`src/rtl/dmux8_dispatcher_pkg.sv`:
```
// Shared constants and state encoding for the 8-way dispatcher.
package dmux8_dispatcher_pkg;

  localparam int N_DST = 8;
  localparam int SEL_W = 3;

  typedef enum logic {
    ST_EMPTY = 1'b0,
    ST_FULL  = 1'b1
  } disp_state_e;

endpackage

```
`src/rtl/dmux8_dispatcher_rr_pick8.sv`:
```
// Rotating priority encoder: first set mask bit at or after start, wrapping mod 8.
module rr_pick8
  import dmux8_dispatcher_pkg::*;
(
  input  logic [N_DST-1:0] mask,
  input  logic [SEL_W-1:0] start,
  output logic [SEL_W-1:0] idx,
  output logic             any
);

  // Walk offsets from farthest to nearest so the nearest eligible bit wins.
  always_comb begin
    logic [SEL_W-1:0] cand;
    idx  = start;
    cand = start;
    any  = |mask;
    for (int i = N_DST - 1; i >= 0; i--) begin
      cand = start + SEL_W'(i);
      if (mask[cand]) idx = cand;
    end
  end

endmodule

```
`src/rtl/dmux8_dispatcher.sv`:
```
// Dispatcher sharing one beat stream among 8 destinations, one held beat at a time.
//
//   state    | meaning
//   ---------+--------------------------------------------------
//   ST_EMPTY | output register free, may accept a beat
//   ST_FULL  | a beat is held for destination cur_sel_q
module dmux8_dispatcher
  import dmux8_dispatcher_pkg::*;
#(
  parameter int WIDTH = 16
) (
  input  logic             clock,
  input  logic             reset_n,
  input  logic             in_valid,
  output logic             in_ready,
  input  logic [WIDTH-1:0] in_data,
  input  logic             in_dir,
  input  logic [SEL_W-1:0] in_sel,
  input  logic [N_DST-1:0] en_mask,
  output logic [N_DST-1:0] out_valid,
  output logic [WIDTH-1:0] out_data,
  input  logic [N_DST-1:0] dst_ready,
  output logic [SEL_W-1:0] rr_ptr,
  output logic             busy
);

  disp_state_e      state_q, state_d;
  logic [WIDTH-1:0] data_q, data_d;
  logic [SEL_W-1:0] cur_sel_q, cur_sel_d;
  logic [SEL_W-1:0] rr_ptr_q, rr_ptr_d;
  logic [N_DST-1:0] out_valid_q, out_valid_d;

  logic [SEL_W-1:0] rr_idx;
  logic             rr_any;
  logic [SEL_W-1:0] pick;
  logic             pick_ok;
  logic             deliver;
  logic             accept;

  rr_pick8 u_rr_pick8 (
    .mask  (en_mask),
    .start (rr_ptr_q),
    .idx   (rr_idx),
    .any   (rr_any)
  );

  // Next-state, handshake and register-load decisions.
  always_comb begin
    state_d     = state_q;
    data_d      = data_q;
    cur_sel_d   = cur_sel_q;
    rr_ptr_d    = rr_ptr_q;
    out_valid_d = out_valid_q;

    pick     = in_dir ? in_sel : rr_idx;
    pick_ok  = in_dir | rr_any;
    deliver  = (state_q == ST_FULL) && dst_ready[cur_sel_q];
    in_ready = reset_n && pick_ok && ((state_q == ST_EMPTY) || deliver);
    accept   = in_valid && in_ready;

    if (accept) begin
      // Covers the back-to-back case: a delivering beat is replaced in place.
      state_d     = ST_FULL;
      data_d      = in_data;
      cur_sel_d   = pick;
      out_valid_d = N_DST'(1) << pick;
      if (!in_dir) rr_ptr_d = pick + SEL_W'(1);
    end else if (deliver) begin
      state_d     = ST_EMPTY;
      out_valid_d = '0;
    end
  end

  // State and datapath registers; reset discards any held beat at once.
  always_ff @(posedge clock or negedge reset_n) begin
    if (!reset_n) begin
      state_q     <= ST_EMPTY;
      data_q      <= '0;
      cur_sel_q   <= '0;
      rr_ptr_q    <= '0;
      out_valid_q <= '0;
    end else begin
      state_q     <= state_d;
      data_q      <= data_d;
      cur_sel_q   <= cur_sel_d;
      rr_ptr_q    <= rr_ptr_d;
      out_valid_q <= out_valid_d;
    end
  end

  assign out_valid = out_valid_q;
  assign out_data  = data_q;
  assign rr_ptr    = rr_ptr_q;
  assign busy      = (state_q == ST_FULL);

endmodule
```
`config.mk`:
```
export PLATFORM = sky130hd
export DESIGN_NAME = dmux8_dispatcher
export DESIGN_NICKNAME = d
export VERILOG_FILES = /design/src/rtl/dmux8_dispatcher_pkg.sv /design/src/rtl/dmux8_dispatcher_rr_pick8.sv /design/src/rtl/dmux8_dispatcher.sv
export SDC_FILE = /design/constraint.sdc
export NUM_CORES = 1
export LEC_CHECK = 0
export ABC_AREA = 0
export BUFFER_PORTS_ARGS = -buffer_cell sky130_fd_sc_hd__clkbuf_2
export CAP_MARGIN = 20
export CORE_ASPECT_RATIO = 0.5
export CORE_MARGIN = 2
export CORE_UTILIZATION = 45
export DETAILED_ROUTE_END_ITERATION = 7
export GPL_TIMING_DRIVEN = 0
export PLACE_DENSITY_LB_ADDON = 0.1
export SLEW_MARGIN = 20
export SYNTH_ARGS = -nofsm -noshare
export SYNTH_HDL_FRONTEND = slang
export SYNTH_SLANG_ARGS = --single-unit
```
`constraint.sdc`:
```
create_clock -name clock -period 4.5 [get_ports clock]
set_clock_uncertainty 0.15 [all_clocks]
set_input_delay 0.9 -clock clock [delete_from_list [all_inputs] [get_ports clock]]
set_output_delay 0.9 -clock clock [all_outputs]
set_load 0.1 [all_outputs]
```
==> results.txt <==
* Final Setup Violations: 0
- CTS saw 31 sinks.
- Entering global routing, the biggest net connects 33 pins.
* Worst Tran Pin Value: ~0.76 ns
* Post-Route WL: slightly below 6 mm
- Via count normalized by instance count: 5.63
- Startpoint of the most critical hold path: out_data[9]$_DFFE_PN0P_
* Vias in the first global route: 2,078
- Post-synthesis cell count: between 200 and 250
- Routability-driven placement finished with a final weighted congestion of 0.901.
- Antenna violations before repair: 0
* Kind of start point of the critical path: flop
- Number of maximum-capacitance constraint violations: 0
* Worst-case headroom to the max-slew limit: 49.2%
* Warning count from the yosys run: 0
- During placement, the flow inserted port buffers numbering 67.
* Family of cells with the greatest summed delay on the critical path: multiplexers
- Crit path kind: reg -> reg
- Adding up every negative setup slack in the final design gives 0 ns.
- CP startpoint: rr_ptr[0]$_DFFE_PN0P_
- Number of cells on the critical path: 15
* Max-slew violation total from the final report: 0
- Once routing completed, OpenROAD measured the worst setup slack at between 0.4 and 0.5 ns.
- Worst endpoint data arrival time: 4.02 ns
- OpenSTA, run right after detailed placement, puts the worst setup slack at 0.158 ns.
- Measured along the x axis, the die boundary spans between 100 and 150 um.
- In this run the standard cell core region covers slightly below 5000 um2.
* Post-synth EDFFs: 0
* GRT overflow: 0
* CTS H-tree lvls: 2
- Clock latency on the worst-skew pair, taken at its later pin, is 0.27 ns.
- First drt pass iteration count: 4
- The repair_antennas step left the layout with diodes totalling 0.
- RSZ-0062 raised after global routing: no
- Global-route wire length before repair: 9.32 mm
* Share of synthesized flip-flops with an asynchronous set or reset: 100%
* CTS Hold Buffers Added: 0
- In this run the remaining antenna-violating nets after routing total 0.
- Clock transition at path regs: 0.06 ns
- Total I/O pin count: around 70
- Once the floorplan was initialized, standard cells occupied a little under half of the core.
* Initial DRC count: 76
- Number of buffers created by CTS: 5
* Reg2reg path depth: 15
* Post-DP HPWL: ~4.4 mm
- Share of the yosys chip area belonging to registers: 33.2%
- The clock passes through at most 2 buffers.
- The mapped netlist covers 2340 um2.
- The synthesized design contains 31 register bits.
* Vert. Die Dim: 55.0 um
- Layout cells sized above 1: 35.4%
- DRC Markers: 0
* Worst hold path class: reg -> reg
* Critical R2R Launch: rr_ptr[0]$_DFFE_PN0P_
- Tot GR Track Use: approximately 21%
- Placement row count: 18
- At the end of the flow, the number of nets in the layout was 357.
- From synthesis to final layout, the design area changed by 21.6%.
* Status: completed
* Setup slack on the worst flop-to-flop path: approximately 0.48 ns
* Setup crit end: rr_ptr[2]$_DFFE_PN0P_
* Largest incremental delay on the critical path: 0.61 ns
- The clock period could shrink to 4.02 ns.
- Based on the critical path, the design can be clocked at up to 0.249 GHz.
- Crit-path max FO: 10
* Type of element capturing the critical path: flop
* Total number of vias: 2,174
* Average detailed-routed wire length per instance: 15.1 um
- Count of different cell masters after synthesis: 59
- At the worst endpoint, the required time is 4.50 ns.
- Net Count, Synth: roughly 280
* Setup fix buffers added after clock tree synthesis: 0
- The largest individual stage delay along the critical path comes from the cell sky130_fd_sc_hd__mux4_2.
* Final worst path period share: between 80 and 90%
- Total die area: between 5000 and 6000 um2
- After synthesis, the mean cell area works out to 9.66 um2.
* TritonCTS clock tree: yes
- Number of buffer and inverter instances along the worst setup path: 4
* R2R Path End: rr_ptr[2]$_DFFE_PN0P_
- Clock tree root buffer cell: sky130_fd_sc_hd__clkbuf_8
- Core occupancy in the finished layout: 57.4%
- Hold Violations, Final: 0
* Predominant post-synthesis flop cell: sky130_fd_sc_hd__dfrtp_1
- Walking the worst path, the cells encountered are buf_6 -> buf_2 -> inv_2 -> ha_1 -> buf_2 -> mux4_2 -> mux2i_2 -> nor2_1 -> or4_4 -> nor3_4 -> mux2i_2 -> and2_1 -> ha_1 -> nand2_1 -> o21ai_0.
-- logic make-up after synthesis --
family / Yosys count / share of synthesized area, %
buffers and inverters: 22 / 4.23
DFF: 31 / 33.2
xor gates and xnor gates: 4 / 1.50
adders and majority gates: 3 / 1.61
AOI/OAI and AO/OA: 50 / 16.5
muxes: 31 / 22.6
and+or+nand+nor: 101 / 20.4
-- cell usage after synthesis (all sizes together), types with 2 or more instances --
library cell | count | area share [%]
nand2 | 63 | 10
dfrtp | 31 | 33
mux4 | 15 | 15
a21oi | 11 | 2.5
mux2i | 10 | 4.6
inv | 8 | 1.3
buf | 7 | 1.8
clkbuf | 7 | 1.1
nor2 | 7 | 1.1
and2 | 6 | 1.6
mux2 | 6 | 3.0
o21ai | 6 | 1.4
a22o | 4 | 1.5
nor2b | 4 | 1.1
nor3 | 4 | 1.3
o211ai | 4 | 1.3
ha | 3 | 1.6
nand3b | 3 | 0.96
o41ai | 3 | 1.4
or2 | 3 | 0.80
or4 | 3 | 1.1
xnor2 | 3 | 1.1
a211oi | 2 | 0.64
a21o | 2 | 0.64
a32o | 2 | 0.86
a41o | 2 | 0.86
and3 | 2 | 0.53
nand3 | 2 | 0.43
o31ai | 2 | 0.64
-- how the worst min path moves through the flow --
stage / endpoint / cells after the start
2_1_floorplan: cur_sel_q[2]$_DFFE_PN0P_ / 2
3_3_place_gp: out_data[6]$_DFFE_PN0P_ / 2
3_5_place_dp: out_data[6]$_DFFE_PN0P_ / 2
4_1_cts: out_data[2]$_DFFE_PN0P_ / 2
5_1_grt: out_data[11]$_DFFE_PN0P_ / 2
6_report: out_data[9]$_DFFE_PN0P_ / 2
-- placed cells by master (no fill, tap or decap), types with 3 or more instances in the layout --
| cell | netlist | routed |
|---|---|---|
| sky130_fd_sc_hd__mux4_1 | 3 | 3 |
| sky130_fd_sc_hd__clkbuf_8 | 0 | 5 |
| sky130_fd_sc_hd__ha_1 | 3 | 3 |
| sky130_fd_sc_hd__clkbuf_2 | 0 | 67 |
| sky130_fd_sc_hd__buf_2 | 4 | 4 |
| sky130_fd_sc_hd__and2_1 | 6 | 6 |
| sky130_fd_sc_hd__mux2i_2 | 2 | 3 |
| sky130_fd_sc_hd__dfrtp_1 | 31 | 30 |
| sky130_fd_sc_hd__mux4_2 | 12 | 12 |
| sky130_fd_sc_hd__mux2i_1 | 8 | 7 |
| sky130_fd_sc_hd__nand3b_1 | 3 | 3 |
| sky130_fd_sc_hd__a22o_1 | 4 | 4 |
| sky130_fd_sc_hd__nor2b_1 | 4 | 4 |
| sky130_fd_sc_hd__clkbuf_1 | 7 | 8 |
| sky130_fd_sc_hd__xnor2_1 | 3 | 3 |
| sky130_fd_sc_hd__nand2_1 | 63 | 63 |
| sky130_fd_sc_hd__o211ai_1 | 4 | 4 |
| sky130_fd_sc_hd__o21ai_0 | 5 | 5 |
| sky130_fd_sc_hd__nor3_1 | 3 | 3 |
| sky130_fd_sc_hd__a21oi_1 | 10 | 10 |
| sky130_fd_sc_hd__mux2_2 | 5 | 5 |
| sky130_fd_sc_hd__nor2_1 | 7 | 7 |
| sky130_fd_sc_hd__inv_1 | 7 | 7 |
-- sequential cells by signal (all words and copies together), names as in the netlist --
| signal | count |
|---|---|
| busy | 1 |
| cur_sel_q | 3 |
| out_data | 16 |
| out_valid | 8 |
| rr_ptr | 3 |
-- cell type report --
cell class                 count  area (um2)
timing repair buffer          67         335
inverter                       8        30.0
sequential                    31         777
tap                           70        87.6
buffer                        13        65.1
fill                         464        2110
clock inverter                 1        5.00
multi-input combinational    189        1470
clock buffer                   7        76.3
-- worst register-to-register path: stages, from the launching register on --
cell,delay (ns)
sky130_fd_sc_hd__dfrtp_1,0.39
sky130_fd_sc_hd__buf_6,0.14
sky130_fd_sc_hd__buf_2,0.23
sky130_fd_sc_hd__inv_2,0.11
sky130_fd_sc_hd__ha_1,0.28
sky130_fd_sc_hd__buf_2,0.20
sky130_fd_sc_hd__mux4_2,0.62
sky130_fd_sc_hd__mux2i_2,0.33
sky130_fd_sc_hd__nor2_1,0.07
sky130_fd_sc_hd__or4_4,0.43
sky130_fd_sc_hd__nor3_4,0.20
sky130_fd_sc_hd__mux2i_2,0.16
sky130_fd_sc_hd__and2_1,0.19
sky130_fd_sc_hd__ha_1,0.28
sky130_fd_sc_hd__nand2_1,0.06
sky130_fd_sc_hd__o21ai_0,0.07
-- stage by stage --
| step | area (um2) | hold WS, ns | instances |
|---|---|---|---|
| after floorplan | 2340 | 0.322 | 242 |
| after global placement | 2760 | 0.308 | 379 |
| after detailed placement | 2760 | 0.315 | 379 |
| after CTS | 2840 | 0.332 | 387 |
| after global routing | 2840 | 0.356 | 386 |
| final | 2840 | 0.330 | 386 |
-- layer usage --
| layer | track usage, % | routed length (um) | vias up |
|---|---|---|---|
| met5 | 0 | 0 | - |
| met4 | 6.58 | 32 | 0 |
| met3 | 5.15 | 319 | 6 |
| met2 | 35.3 | 2770 | 63 |
| met1 | 27.2 | 2710 | 1064 |
| li1 | - | - | 1041 |
-- timing repair --
item | in CTS | in global routing
hold endpoints to repair | 0 | 0
gates resized for setup | 0 | 1
setup endpoints to repair | 0 | 2
Power is left out: the tool's default activity adds up to more than one toggle a clock period on the data nets, which glitch-free logic cannot reach.
